$ cat src/rtl/muldiv_hilo.sv
// HI/LO multiply-divide unit: single-cycle MULT and MTHI/MTLO, iterative restoring DIV.
// The divider is built only when MULDIV_DIV_EN is defined; otherwise DIV reports div_by_zero.
module muldiv_hilo #(
  parameter int unsigned WIDTH = 32
) (
  input  logic             clk,
  input  logic             rst,
  input  logic             start,
  input  logic [1:0]       op,
  input  logic             is_signed,
  input  logic [WIDTH-1:0] src_a,
  input  logic [WIDTH-1:0] src_b,
  input  logic             flush,
  output logic             busy,
  output logic             done,
  output logic             div_by_zero,
  output logic [WIDTH-1:0] hi_out,
  output logic [WIDTH-1:0] lo_out
);

  localparam logic [1:0] OpMult = 2'b00;
  localparam logic [1:0] OpDiv  = 2'b01;
  localparam logic [1:0] OpMthi = 2'b10;
  localparam logic [1:0] OpMtlo = 2'b11;

  logic [2*WIDTH-1:0] a_ext, b_ext, product;
  logic               idle, accept;

  // Sign- or zero-extending to full width makes one multiplier serve both signednesses.
  always_comb begin
    a_ext   = {{WIDTH{is_signed & src_a[WIDTH-1]}}, src_a};
    b_ext   = {{WIDTH{is_signed & src_b[WIDTH-1]}}, src_b};
    product = a_ext * b_ext;
  end

`ifdef MULDIV_DIV_EN
  localparam int unsigned CntW = $clog2(WIDTH + 1);

  typedef enum logic [1:0] {StIdle, StDivIter, StDivFix} state_e;

  state_e           state_q;
  logic [CntW-1:0]  cnt_q;
  logic [WIDTH-1:0] quo_q, rem_q, dvs_q;
  logic             q_neg_q, r_neg_q;
  logic             a_neg, b_neg, sub_ok;
  logic [WIDTH-1:0] abs_a, abs_b, rem_next;
  logic [WIDTH:0]   rem_shift;

  always_comb begin
    a_neg     = is_signed & src_a[WIDTH-1];
    b_neg     = is_signed & src_b[WIDTH-1];
    abs_a     = a_neg ? -src_a : src_a;
    abs_b     = b_neg ? -src_b : src_b;
    rem_shift = {rem_q, quo_q[WIDTH-1]};
    sub_ok    = rem_shift >= {1'b0, dvs_q};
    // Only used when sub_ok, so the true difference fits in WIDTH bits.
    rem_next  = rem_shift[WIDTH-1:0] - dvs_q;
    idle      = (state_q == StIdle);
  end
`else
  always_comb idle = 1'b1;
`endif

  always_comb accept = start & ~flush & idle;

  always_ff @(posedge clk or negedge rst) begin
    if (!rst) begin
      hi_out      <= '0;
      lo_out      <= '0;
      busy        <= 1'b0;
      done        <= 1'b0;
      div_by_zero <= 1'b0;
`ifdef MULDIV_DIV_EN
      state_q     <= StIdle;
      cnt_q       <= '0;
      quo_q       <= '0;
      rem_q       <= '0;
      dvs_q       <= '0;
      q_neg_q     <= 1'b0;
      r_neg_q     <= 1'b0;
`endif
    end else begin
      done        <= 1'b0;
      div_by_zero <= 1'b0;
      if (accept) begin
        unique case (op)
          OpMult: begin
            hi_out <= product[2*WIDTH-1:WIDTH];
            lo_out <= product[WIDTH-1:0];
            done   <= 1'b1;
          end
          OpMthi: begin
            hi_out <= src_a;
            done   <= 1'b1;
          end
          OpMtlo: begin
            lo_out <= src_a;
            done   <= 1'b1;
          end
          OpDiv: begin
`ifdef MULDIV_DIV_EN
            if (src_b == '0) begin
              done        <= 1'b1;
              div_by_zero <= 1'b1;
            end else begin
              quo_q   <= abs_a;
              rem_q   <= '0;
              dvs_q   <= abs_b;
              q_neg_q <= a_neg ^ b_neg;
              r_neg_q <= a_neg;
              cnt_q   <= CntW'(WIDTH);
              busy    <= 1'b1;
              state_q <= StDivIter;
            end
`else
            done        <= 1'b1;
            div_by_zero <= 1'b1;
`endif
          end
        endcase
      end
`ifdef MULDIV_DIV_EN
      if (flush) begin
        state_q <= StIdle;
        busy    <= 1'b0;
        cnt_q   <= '0;
      end else begin
        case (state_q)
          StDivIter: begin
            rem_q <= sub_ok ? rem_next : rem_shift[WIDTH-1:0];
            quo_q <= {quo_q[WIDTH-2:0], sub_ok};
            cnt_q <= cnt_q - CntW'(1);
            if (cnt_q == CntW'(1)) state_q <= StDivFix;
          end
          StDivFix: begin
            lo_out  <= q_neg_q ? -quo_q : quo_q;
            hi_out  <= r_neg_q ? -rem_q : rem_q;
            busy    <= 1'b0;
            done    <= 1'b1;
            state_q <= StIdle;
          end
          default: ;
        endcase
      end
`endif
    end
  end

endmodule
$ cat config.mk
export PLATFORM = sky130hd
export DESIGN_NAME = muldiv_hilo
export DESIGN_NICKNAME = d
export VERILOG_FILES = /design/src/rtl/muldiv_hilo.sv
export SDC_FILE = /design/constraint.sdc
export NUM_CORES = 2
export LEC_CHECK = 0
export ABC_AREA = 1
export ABC_CLOCK_PERIOD_IN_PS = 800
export CAP_MARGIN = 20
export CORE_MARGIN = 2
export CORE_UTILIZATION = 28
export CTS_CLUSTER_DIAMETER = 60
export DETAILED_ROUTE_END_ITERATION = 12
export PLACE_DENSITY = 0.42
export SETUP_SLACK_MARGIN = 0.15
export SYNTH_ARGS = -nofsm -noshare
export SYNTH_HDL_FRONTEND = slang
export SYNTH_SLANG_ARGS = --single-unit
export TNS_END_PERCENT = 100
$ cat constraint.sdc
create_clock -name clk -period 0.8 [get_ports clk]
set_input_delay 0.12 -clock clk [delete_from_list [all_inputs] [get_ports clk]]
set_output_delay 0.12 -clock clk [all_outputs]
set_load 0.005 [all_outputs]
==> run metrics <==
vias per cell 4.41; area of the multi-input gates 38500 um^2; Pins Over Slew Limit 0; Clock Skews 0 ns; Detail Route Antenna Nets 0; Placer Congestion 0.911; # diodes 0; r2r setup slk 0.01 ns; die area 158000 um^2; Critical R2R Capture lo_out[9]$_DFFE_PN0P_; Synthesized Nets 6933; Worst Hold Margin between 0.15 and 0.2 ns; CTS clk-pin slew, worst paths 0.06 ns; Crit path depth 34; Max Freq 151 MHz; Yosys cell types 40; Die Span Y ~400 um; initial drt markers 2248; # IOs between 100 and 150; CP max stage delay 0.57 ns; GRT Total Usage 22.9%; RR Startpoint lo_out[9]$_DFFE_PN0P_; initial core utilization between 20 and 30%; CP most frequent cell buf_6; Setup CP Type in2reg; first-pass GRT wire length 266000 um; crit-path leading delay family adder cells; WL/cell 20.9 um; Final period util 827%; Area contributors post-synth fa_1 52%, inv_1 14%, nand2_1 13%, ha_1 6.2%, dfrtp_1 3.8%; CP startpoint kind primary input; Num CTS Buffers 9; FF/Latch Area 1650 um^2; RSZ-0062 raised after global routing yes; Post-Syn Instances roughly 5500; CTS Root Buffer Type clkbuf_16; Worst setup EP type register; asr flop ratio synth 100%; drc violations 0; H-tree Lvls 3; Final WS setup -5.82 ns; Register-to-Register Path Depth 2; fill cell count between 15000 and 20000; area leader, netlist fa_1; share of cells above drive strength 1 between 30% and 40%; largest net degree at the start of global routing 42; Yosys reg bits between 60 and 70; post-route core utilization 39.1%; clock tree buffer depth 2; Routed WL 174000 um; CP max stage cell fa_2; initial antenna violation count 12; routed vias 36700; area grow syn2layout 38.9%; Post-synth EDFFs 0; post-synth top area share between 50% and 60%; Max Cap Viol 0; violated checks setup timing; crit-path max FO 6; CP Data Arrival Time 6.87 ns; die width roughly 400 um; warnings from Yosys 1; Detail Placement HPWL 141000 um; register area share after synthesis 3.82%; status finished, violations left; Worst-Skew Late Latency 0.36 ns; synthesized cell area approximately 43000 um^2; Synth Flop Type dfrtp_1; final hold viol count 0; crit path time final 6.62 ns; I/O Buffers 136; Avg Inst Size Synth 7.83 um^2; num rows 144; number of global-route vias before repair 40700; Req. time, crit path 1.05 ns; grt ovf 0; drt first pass iters 5; endpoints failing setup 130; core area 154000 um^2; Clock Sinks 66; Crit path buffers/inverters 15; CTS tree done; Min-Delay Path Class in2async; NumNets Final 7684
## final cells by class
| class | instances | share of cell area [%] |
|---|---|---|
| Clock buffer | 9 | 0.375 |
| Clock inverter | 7 | 0.156 |
| Inverter | 1676 | 10.6 |
| Multi-Input combinational cell | 3493 | 64.1 |
| Sequential cell | 66 | 2.75 |
| Tap cell | 2044 | 4.26 |
| Timing Repair Buffer | 1026 | 17.8 |
## synthesized netlist by cell type (6+ instances only)
library cell,count
nand4_1,13
o21bai_1,16
fa_1,1125
nand3_1,91
nor2_1,184
o21ai_1,8
nand3_2,7
dfrtp_1,66
ha_1,216
nand2_1,1552
a21oi_2,6
xnor2_1,11
nand2_2,16
nor2_2,18
o21ai_0,65
inv_1,1669
a21oi_1,110
xor2_1,27
o31ai_1,6
clkbuf_1,270
## through the flow
stage               setup WS, ns  setup TNS (ns)  instances  instance area [um^2]
global route               -6.08         -355.55       8321                 60100
global placement           -6.79         -387.60       8093                 53600
detailed placement         -6.86         -387.39       8093                 53600
floorplan                  -5.98         -302.34       5521                 46200
CTS                        -5.94         -356.69       8283                 58900
finish                     -5.82         -341.45       8321                 60100
## routing by layer
| layer | GRT usage [%] | part of all wire (%) |
|---|---|---|
| met5 | 0 | 0.026 |
| met3 | 2.91 | 5.0 |
| met1 | 32.0 | 45 |
| met2 | 38.1 | 48 |
| met4 | 4.03 | 2.0 |
## placed cells by master, fill, tap and decap left out, types with 15 or more instances in the layout
cell,count
nand2_1,1332
nand2_2,149
buf_8,16
fa_2,105
buf_4,619
nand3_2,44
nand2_4,77
nand3_1,39
o21ai_2,26
buf_2,19
fa_1,1020
dfrtp_1,66
ha_4,83
nor2_1,112
nand3_4,15
nor2_2,33
clkdlybuf4s50_1,20
a21oi_4,38
inv_2,155
inv_1,1505
clkbuf_2,31
o21ai_1,25
buf_6,153
buf_12,122
a21oi_2,28
a21oi_1,50
bufbuf_16,25
ha_1,130
nor2_4,58
## worst reg2reg max path, cell delays in order (launching register included)
cell     delay, ns
dfrtp_1       0.38
buf_4         0.13
o21a_1        0.17
## what timing repair did
item	in CTS	in global routing
pin swaps	407	300
setup endpoints to repair	132	179
endpoints found under the hold margin	66	0
resized for setup	1031	348
hold buffers	1	0
setup buffers	139	38
cloned	34	0
## worst max-delay path by stage
stage | from | end | slack [ns]
2_1_floorplan | src_a[31] | hi_out[30]$_DFFE_PN0P_ | -5.98
3_3_place_gp | is_signed | hi_out[22]$_DFFE_PN0P_ | -6.79
3_5_place_dp | is_signed | hi_out[22]$_DFFE_PN0P_ | -6.86
4_1_cts | is_signed | hi_out[22]$_DFFE_PN0P_ | -5.94
5_1_grt | is_signed | hi_out[30]$_DFFE_PN0P_ | -6.08
6_report | src_b[2] | hi_out[18]$_DFFE_PN0P_ | -5.82
## sequential cells by signal (all words and copies together), names as in the netlist
| signal | cells |
|---|---|
| hi_out | 32 |
| lo_out | 32 |
| div_by_zero | 1 |
| done | 1 |
## logic make-up (layout without fill, tap and decap cells)
family	after synthesis	count (layout)	share of synthesized area (%)
adder cells (fa/ha/maj)	1341	1341	58.3
buffers and inverters	1962	2718	17.1
XOR/XNOR	38	38	0.769
AO/OA/AOI/OAI	218	218	2.75
AND/OR/NAND/NOR	1895	1895	17.2
other	1	1	0.00867
flip-flops	66	66	3.82
Power is not shown: default switching activity piles up to over one toggle a cycle in this logic, so the estimate is an artifact.
